==> src/rtl/tmds_period_sched.sv <==
// Video-period scheduler for the three TMDS encoders: raster timing, de/c0/c1 control, pixel requests.
// Define VIDEO_GUARD_BAND_EN to insert HDMI video preamble and guard-band periods before active video.
module tmds_period_sched #(
    parameter int   H_SYNC   = 96,
    parameter int   H_BACK   = 48,
    parameter int   H_VALID  = 640,
    parameter int   H_FRONT  = 16,
    parameter int   V_SYNC   = 2,
    parameter int   V_BACK   = 33,
    parameter int   V_VALID  = 480,
    parameter int   V_FRONT  = 10,
    parameter logic SYNC_POL = 1'b1
) (
    input  logic       sys_clk,
    input  logic       sys_rst_n,
    input  logic       en,
    output logic       hsync,
    output logic       vsync,
    output logic       de,
    output logic [3:0] ctl,
    output logic       vgb,
    output logic       pix_req,
    output logic [9:0] pix_x,
    output logic [9:0] pix_y,
    output logic       frame_start
);
    localparam int H_TOTAL  = H_SYNC + H_BACK + H_VALID + H_FRONT;
    localparam int V_TOTAL  = V_SYNC + V_BACK + V_VALID + V_FRONT;
    localparam int HA_START = H_SYNC + H_BACK;
    localparam int VA_START = V_SYNC + V_BACK;

    localparam logic [11:0] H_LAST_C    = 12'(H_TOTAL - 1);
    localparam logic [11:0] V_LAST_C    = 12'(V_TOTAL - 1);
    localparam logic [11:0] H_SYNC_C    = 12'(H_SYNC);
    localparam logic [11:0] V_SYNC_C    = 12'(V_SYNC);
    localparam logic [11:0] HA_START_C  = 12'(HA_START);
    localparam logic [11:0] HA_END_C    = 12'(HA_START + H_VALID);
    localparam logic [11:0] REQ_START_C = 12'(HA_START - 1);
    localparam logic [11:0] REQ_END_C   = 12'(HA_START + H_VALID - 1);
    localparam logic [11:0] VA_START_C  = 12'(VA_START);
    localparam logic [11:0] VA_END_C    = 12'(VA_START + V_VALID);

`ifdef VIDEO_GUARD_BAND_EN
    localparam logic [11:0] PRE_START_C = 12'(HA_START - 10);
    localparam logic [11:0] GB_START_C  = 12'(HA_START - 2);

    typedef enum logic [2:0] {
        ST_IDLE     = 3'd0,
        ST_CTRL     = 3'd1,
        ST_PREAMBLE = 3'd2,
        ST_GUARD    = 3'd3,
        ST_VIDEO    = 3'd4
    } state_t;
`else
    typedef enum logic [2:0] {
        ST_IDLE  = 3'd0,
        ST_CTRL  = 3'd1,
        ST_VIDEO = 3'd4
    } state_t;
`endif

    state_t      state_r;
    state_t      state_nxt_s;
    logic [11:0] h_cnt_r;
    logic [11:0] v_cnt_r;
    logic [11:0] h_nxt_s;
    logic [11:0] v_nxt_s;
    logic        frame_end_s;
    logic        run_s;
    logic        line_act_s;
    logic        req_nxt_s;

    logic       hsync_r;
    logic       vsync_r;
    logic       de_r;
    logic       pix_req_r;
    logic [9:0] pix_x_r;
    logic [9:0] pix_y_r;
    logic       frame_start_r;

    // Raster position for the next cycle; a stop request only lands once the frame's last pixel is out
    always_comb begin
        frame_end_s = (h_cnt_r == H_LAST_C) && (v_cnt_r == V_LAST_C);
        if (state_r == ST_IDLE) begin
            run_s = en;
        end else begin
            run_s = en || !frame_end_s;
        end
        if (!run_s || (state_r == ST_IDLE) || frame_end_s) begin
            h_nxt_s = 12'd0;
            v_nxt_s = 12'd0;
        end else if (h_cnt_r == H_LAST_C) begin
            h_nxt_s = 12'd0;
            v_nxt_s = v_cnt_r + 12'd1;
        end else begin
            h_nxt_s = h_cnt_r + 12'd1;
            v_nxt_s = v_cnt_r;
        end
    end

    // Period decode of the next raster position
    always_comb begin
        line_act_s = (v_nxt_s >= VA_START_C) && (v_nxt_s < VA_END_C);
        req_nxt_s  = run_s && line_act_s && (h_nxt_s >= REQ_START_C) && (h_nxt_s < REQ_END_C);
        if (!run_s) begin
            state_nxt_s = ST_IDLE;
        end else if (line_act_s && (h_nxt_s >= HA_START_C) && (h_nxt_s < HA_END_C)) begin
            state_nxt_s = ST_VIDEO;
`ifdef VIDEO_GUARD_BAND_EN
        end else if (line_act_s && (h_nxt_s >= PRE_START_C) && (h_nxt_s < GB_START_C)) begin
            state_nxt_s = ST_PREAMBLE;
        end else if (line_act_s && (h_nxt_s >= GB_START_C) && (h_nxt_s < HA_START_C)) begin
            state_nxt_s = ST_GUARD;
`endif
        end else begin
            state_nxt_s = ST_CTRL;
        end
    end

`ifdef VIDEO_GUARD_BAND_EN
    logic [3:0] ctl_r;
    logic       vgb_r;

    // Preamble and guard-band control symbols, registered alongside the other outputs
    always_ff @(posedge sys_clk or negedge sys_rst_n) begin
        if (!sys_rst_n) begin
            ctl_r <= 4'b0000;
            vgb_r <= 1'b0;
        end else begin
            ctl_r <= (state_nxt_s == ST_PREAMBLE) ? 4'b0001 : 4'b0000;
            vgb_r <= (state_nxt_s == ST_GUARD);
        end
    end

    assign ctl = ctl_r;
    assign vgb = vgb_r;
`else
    assign ctl = 4'b0000;
    assign vgb = 1'b0;
`endif

    // Period FSM, counters and all timing outputs advance together so every output matches one position
    always_ff @(posedge sys_clk or negedge sys_rst_n) begin
        if (!sys_rst_n) begin
            state_r       <= ST_IDLE;
            h_cnt_r       <= 12'd0;
            v_cnt_r       <= 12'd0;
            hsync_r       <= ~SYNC_POL;
            vsync_r       <= ~SYNC_POL;
            de_r          <= 1'b0;
            pix_req_r     <= 1'b0;
            pix_x_r       <= 10'd0;
            pix_y_r       <= 10'd0;
            frame_start_r <= 1'b0;
        end else begin
            state_r       <= state_nxt_s;
            h_cnt_r       <= h_nxt_s;
            v_cnt_r       <= v_nxt_s;
            hsync_r       <= (run_s && (h_nxt_s < H_SYNC_C)) ? SYNC_POL : ~SYNC_POL;
            vsync_r       <= (run_s && (v_nxt_s < V_SYNC_C)) ? SYNC_POL : ~SYNC_POL;
            de_r          <= (state_nxt_s == ST_VIDEO);
            pix_req_r     <= req_nxt_s;
            pix_x_r       <= req_nxt_s ? 10'(h_nxt_s - HA_START_C + 12'd1) : 10'd0;
            pix_y_r       <= (run_s && line_act_s) ? 10'(v_nxt_s - VA_START_C) : 10'd0;
            frame_start_r <= run_s && (h_nxt_s == 12'd0) && (v_nxt_s == 12'd0);
        end
    end

    assign hsync       = hsync_r;
    assign vsync       = vsync_r;
    assign de          = de_r;
    assign pix_req     = pix_req_r;
    assign pix_x       = pix_x_r;
    assign pix_y       = pix_y_r;
    assign frame_start = frame_start_r;

endmodule

==> config.mk <==
export PLATFORM = sky130hd
export DESIGN_NAME = tmds_period_sched
export DESIGN_NICKNAME = d
export VERILOG_FILES = /design/src/rtl/tmds_period_sched.sv
export SDC_FILE = /design/constraint.sdc
export NUM_CORES = 1
export LEC_CHECK = 0
export CAP_MARGIN = 20
export CORE_MARGIN = 3
export CORE_UTILIZATION = 45
export DETAILED_ROUTE_END_ITERATION = 10
export HOLD_SLACK_MARGIN = 0.15
export PLACE_DENSITY = 0.69
export SLEW_MARGIN = 15
export SYNTH_ARGS = -nofsm -noshare
export SYNTH_HDL_FRONTEND = slang
export SYNTH_SLANG_ARGS = --single-unit
==> constraint.sdc <==
create_clock -name sys_clk -period 3 [get_ports sys_clk]
set_input_delay 0.45 -clock sys_clk [delete_from_list [all_inputs] [get_ports sys_clk]]
set_output_delay 0.45 -clock sys_clk [all_outputs]
set_load 0.005 [all_outputs]
# Word level (Yosys, flattened, before mapping)

Cells that the tools add are included.

Shift operators: 0
$add $sub $neg: 5
Divide/modulo/power cells: 0
Bitwise operators: 0
Order comparisons: 8
Equality and inequality tests: 3
Muxes and demuxes: 11
$mul: 0
Reductions and logical operators: 19

Operator list:

| kind                    | number |
|---|---|
| $mux W12                | 4 |
| $lt A12 B10 Y1 const B  | 3 |
| $add A12 B1 Y12 const B | 2 |
| $eq A12 B10 Y1 const B  | 2 |
| $ge A12 B8 Y1 const B   | 2 |
| $logic_not A12 Y1       | 2 |
| $mux W10                | 2 |
| $ge A12 B6 Y1 const B   | 1 |
| $lt A12 B2 Y1 const B   | 1 |
| $lt A12 B7 Y1 const B   | 1 |
| $logic_and A1 B1 Y1     | 11 |
| $add A10 B1 Y10 const B | 1 |
| $sub A10 B6 Y10 const B | 1 |
| $sub A10 B8 Y10 const B | 1 |
| $mux W3                 | 2 |
| $eq A3 B3 Y1 const B    | 1 |
| $logic_not A3 Y1        | 1 |
| $logic_or A1 B1 Y1      | 3 |
| $mux W1                 | 3 |
| $logic_not A1 Y1        | 2 |

Flip-flop bits (word level): 52
RAM bits: 0
ROM bits: 0
Word-level logic and storage cells: 56
Memories: 0
Latch bits: 0
Output and inout port bits: 30
Input port bits: 3

# Depth between registers and ports, before layout

Depth after elaboration: 16
Gate-level depth with buffers: 14
Gate-level depth less buffers: 11

# Worst setup path before layout

No wires, ideal clock.

Path kind: register to register
Start: reg h_cnt_r[0]
End: reg state_r[0]
Setup time: 126 ps
Data arrival time: 3027 ps
Stages on the path, launching flop included: 13
Data required time: 2874 ps
Path buffers: 2
Slack: -153 ps
Clock period less this slack: 3153 ps
Cell sequence: dfrtp_1 ha_1 and4_1 clkbuf_2 nand3_1 o21ai_1 clkbuf_1 nor2_1 ha_1 nor2_1 and4_1 o21ai_2 o32a_1

Word-level cells in the longest chain between the ends: 15
Elaborated cells between the ends (all ways): 22
Classes of those cells: add/sub (1); order compare (4); eq/ne (1); mux (7); reduce/logical (9)

RTL lines:

| item                                                   | RTL line | RTL |
|---|---|---|
| start: declaration                                     | 64       | `logic [11:0] h_cnt_r;` |
| start signal: assignment                               | 157      | `h_cnt_r <= h_nxt_s;` |
| $eq A12 B10 Y1 *                                       | 83, 92   |  |
| $logic_and A1 B1 Y1                                    | 83       | `frame_end_s = (h_cnt_r == H_LAST_C) && (v_cnt_r == V_LAST_C);` |
| $logic_not A1 Y1                                       | 87       | `run_s = en \|\| !frame_end_s;` |
| $logic_or A1 B1 Y1                                     | 87       |  |
| $mux W1                                                | 84       | `if (state_r == ST_IDLE) begin` |
| $logic_not A1 Y1                                       | n/a      |  |
| $logic_or A1 B1 Y1 (2 in a row)                        | 89       | `if (!run_s \|\| (state_r == ST_IDLE) \|\| frame_end_s) begin` |
| $mux W12 *                                             | 89       |  |
| net v_nxt_s[0]                                         | 67       | `logic [11:0] v_nxt_s;` |
| $ge A12 B6 Y1 / $lt A12 B10 Y1 (equally long branches) | 103      | `line_act_s = (v_nxt_s >= VA_START_C) && (v_nxt_s < VA_END_C);` |
| $logic_and A1 B1 Y1 *                                  | 103      |  |
| $logic_and A1 B1 Y1 * (2 in a row)                     | 107      | `end else if (line_act_s && (h_nxt_s >= HA_START_C) && (h_nxt_s < HA_END_C)) begin` |
| $mux W3 *                                              | 107      |  |
| $mux W3 *                                              | 105      | `if (!run_s) begin` |
| net state_nxt_s[0]                                     | 63       | `state_t state_nxt_s;` |
| end signal: assignment                                 | 156      | `state_r <= state_nxt_s;` |
| end: declaration                                       | 62       | `state_t state_r;` |

The timed path passes the listed nets; every way through them passes the cells marked *.

# Worst setup path after layout

Start: reg v_cnt_r[1]
End: reg pix_x_r[9], in the netlist pix_x[9]

Word-level cells in the longest chain between the ends: 15
Elaborated cells between the ends (all ways): 23
Classes of those cells: add/sub (3); order compare (4); eq/ne (1); mux (5); reduce/logical (10)

RTL lines:

| item                                                   | RTL line | RTL |
|---|---|---|
| start: declaration                                     | 65       | `logic [11:0] v_cnt_r;` |
| start signal: assignment                               | 158      | `v_cnt_r <= v_nxt_s;` |
| $eq A12 B10 Y1 *                                       | 83       |  |
| $logic_and A1 B1 Y1 *                                  | 83       |  |
| $logic_not A1 Y1                                       | 87       |  |
| $logic_or A1 B1 Y1                                     | 87       |  |
| $mux W1                                                | 84       |  |
| $logic_not A1 Y1                                       | n/a      |  |
| $logic_or A1 B1 Y1                                     | 89       |  |
| $logic_or A1 B1 Y1 *                                   | 89       |  |
| $mux W12 *                                             | 89       |  |
| net v_nxt_s[0]                                         | 67       |  |
| $ge A12 B6 Y1 / $lt A12 B10 Y1 (equally long branches) | 103      |  |
| $logic_and A1 B1 Y1 *                                  | 103      |  |
| $logic_and A1 B1 Y1 * (3 in a row)                     | 104      | `req_nxt_s = run_s && line_act_s && (h_nxt_s >= REQ_START_C) && (h_nxt_s < REQ_END_C);` |
| $mux W10 *                                             | 163      | `pix_x_r <= req_nxt_s ? 10'(h_nxt_s - HA_START_C + 12'd1) : 10'd0;` |
| end signal: assignment                                 | 163      |  |
| end: declaration                                       | 77       | `logic [9:0] pix_x_r;` |

Marks and branches as above.

==> summary.txt <==
Placed design
  – Placed insts: 416
  – Global placer's final weighted congestion: 0.905
  – DP Area: 3390 um2
  – Count of buffers from port buffering: 27
  – Pre-CTS WS: 0.158 ns
  – DP HPWL: 4960 um

Synth
  – Area share of the largest cell type after synthesis: 42.1%
  – Avg Inst Size Synth: 9.52 um2
  – Netlist cell types: 59
  – Count leader, synth: dfrtp_1
  – Gate Count Post-Synth: 312
  – Area leader, netlist: dfrtp_1
  – Fraction of registers with async set/reset: 100%
  – Seq/Total Area, Yosys: 42.1%
  – Synth cell count leaders: 50 x dfrtp_1, 40 x nor2_1, 20 x xnor2_1, 16 x nand2_1, 14 x inv_1
  – Mapped cell area: 2970 um2
  – Number of synthesized flops with an enable pin: 0
  – Post-synthesis register bit count: 50
  – Yosys Warn Count: 0
  – Synth top area cells: dfrtp_1 42%, xnor2_1 5.9%, nor2_1 5.1%, nor3_2 3.7%, xor2_1 3.5%
  – Post-synth top flop: dfrtp_1

Drt
  – Vias per inst: 5.55
  – Routed WL: 6510 um
  – Routed Antenna Nets: 0
  – 1st-pass router iterations: 4
  – Vias: 2352
  – WL per Instance: 15.3 um
  – DR iter-0 viols: 171
  – DRC: 0

CTS
  – H-tree levels: 2
  – Clk buf depth: 2
  – Num Clock Sinks: 50
  – CTS tree: done
  – Cts bufs inserted: 5
  – Worst-Skew Late Latency: 0.31 ns
  – CTS clk-pin slew, worst paths: 0.10 ns
  – Cts hold-fix bufs: 0
  – Root buf cell: clkbuf_8

Worst setup path
  – Worst Path Max Fanout: 12
  – Crit. End Element: register
  – Critical Path Start Type: register
  – R2r endpoint: pix_x[9]$_DFF_PN0_
  – Worst R2R Path Depth: 12
  – Critical path data required time: 3.22 ns
  – Crit. Startpoint: v_cnt_r[1]$_DFF_PN0_
  – Slack of the worst reg-to-reg path: 0.25 ns
  – Critical setup path kind: register to register
  – CP Capture Point: pix_x[9]$_DFF_PN0_
  – Crit path DAT: 2.98 ns
  – R2R Path Start: v_cnt_r[1]$_DFF_PN0_

Final layout
  – Final core occ: 56.6%
  – Layout area overhead: 17.5%
  – Fill cell count: 545
  – Final net count: 359
  – Design area: 3490 um2
  – Final std cells w/o fill: 424
  – N_diodes: 0
  – Share of layout cells above drive strength 1: 16.3%

Timing
  – Final setup viols: 0
  – Worst rel slew slack: 53.8%
  – Setup Skew: 0.0118 ns
  – Worst-Margin Slew: 0.690 ns
  – Setup ws final: 0.247 ns
  – Setup tns final: 0 ns
  – Minimum clock period: 2.75 ns
  – Final Max Slew Viols: 0
  – Hold WS: 0.136 ns
  – Final hold violation count: 0
  – RSZ-0062 raised after global routing: false
  – Max Clk Rate: 363 MHz
  – Final worst path period share: 91.8%

Die
  – Initial core utilization: 48.2%
  – Io pins: 33
  – Die width: 87.3 um
  – Die height: 87.3 um
  – Core area: 6170 um2
  – Cell Rows: 28
  – Die ar.: 7610 um2

GRT
  – Largest net degree at the start of global routing: 51
  – Gr ovfl total: 0
  – First-pass GRT wire length: 10800 um
  – Number of antenna violations at the first check in global routing: 0
  – Overall routing resource usage: 18.2%
  – Vias in the first global route: 2156

Power
  – Power Total: 1.80 mW
  – Lkg Pwr: 1.51 nW
  – Pwr Density: 515 nW/um2
  – Max VDD drop: 0.292 mV

Outcome
  – Status: completed

Min path
  – Hold crit path type: input pin to asynchronous set/reset pin

Flow run
  – Max_cap viols: 0
==> registers in the layout, summed over array words and instances, names as in the netlist <==
signal and flops:
pix_req 1, v_cnt_r 12, state_r 2, hsync 1, pix_y 10, vsync 1, pix_x 10, h_cnt_r 12
frame_start 1
==> routing by layer <==
metal | routed length [um] | vias to the layer above | track usage [%] | share of wire [%]
met5 | 0 | - | 0 | 0
met4 | 57 | 0 | 4.46 | 0.88
met3 | 402 | 6 | 3.50 | 6.2
met2 | 2780 | 66 | 26.3 | 43
met1 | 3260 | 1113 | 27.9 | 50
li1 | - | 1167 | - | -
==> cell families after synthesis <==
group | count (synthesis) | share of synthesized area, %
muxes | 4 | 1.35
and+or+nand+nor | 132 | 26.0
other | 1 | 0.126
AOI/OAI and AO/OA | 48 | 11.7
DFF | 50 | 42.1
buffers and inverters | 38 | 6.27
adders and majority gates | 7 | 2.95
xor gates and xnor gates | 32 | 9.43
==> cell type report <==
type                            instances  area (um2)  share of cell area [%]
Clock inverter                          2        15.0                   0.430
Timing Repair Buffer                   50         440                    12.6
Clock buffer                            5        68.8                    1.97
Inverter                               14        52.6                    1.51
Multi-Input combinational cell        228        1570                    44.9
Tap cell                               75        93.8                    2.69
Sequential cell                        50        1250                    35.8
==> placed cells by master, fill, tap and decap left out, types with 6 or more instances in the layout <==
cell,n
buf_4,24
clkdlybuf4s50_1,26
nand4_1,11
nor2_1,39
ha_1,7
or3_1,6
nor3_2,11
xor2_1,12
nor3_1,7
inv_1,14
nand3_1,9
a21oi_1,6
dfrtp_1,50
xnor2_1,20
nand2_1,16
==> where the power goes <==
| part | total (mW) | switching (mW) | internal [mW] |
|---|---|---|---|
| Clock | 0.387 | 0.227 | 0.160 |
| Sequential | 0.791 | 0.0667 | 0.725 |
| Combinational | 0.620 | 0.372 | 0.248 |
==> worst min-delay path by stage <==
stage                                     start                     to  cells past startpoint
final                                 sys_rst_n   v_cnt_r[8]$_DFF_PN0_                      1
after global routing                  sys_rst_n  v_cnt_r[11]$_DFF_PN0_                      1
after detailed placement  v_cnt_r[11]$_DFF_PN0_  v_cnt_r[11]$_DFF_PN0_                      2
after floorplan                       sys_rst_n  frame_start$_DFF_PN0_                      0
after CTS                             sys_rst_n  v_cnt_r[11]$_DFF_PN0_                      1
after global placement    v_cnt_r[10]$_DFF_PN0_  v_cnt_r[10]$_DFF_PN0_                      2
==> repair_timing <==
item,in CTS,in global routing
setup endpoints to repair,0,14
resized for setup,0,3
endpoints found under the hold margin,0,0
buffers inserted,0,1
==> critical path, cell delays in order (launching register included) <==
cell and delay [ns]:
dfrtp_1 0.49, inv_1 0.09, ha_1 0.14, nor4bb_1 0.22
nand4_1 0.20, o21ai_2 0.27, nor2_2 0.10, ha_1 0.26
nor2_1 0.18, and4_1 0.23, o21ai_2 0.07, buf_4 0.21
nor3_1 0.19
Note: power is estimated with default switching activity, not from simulation.
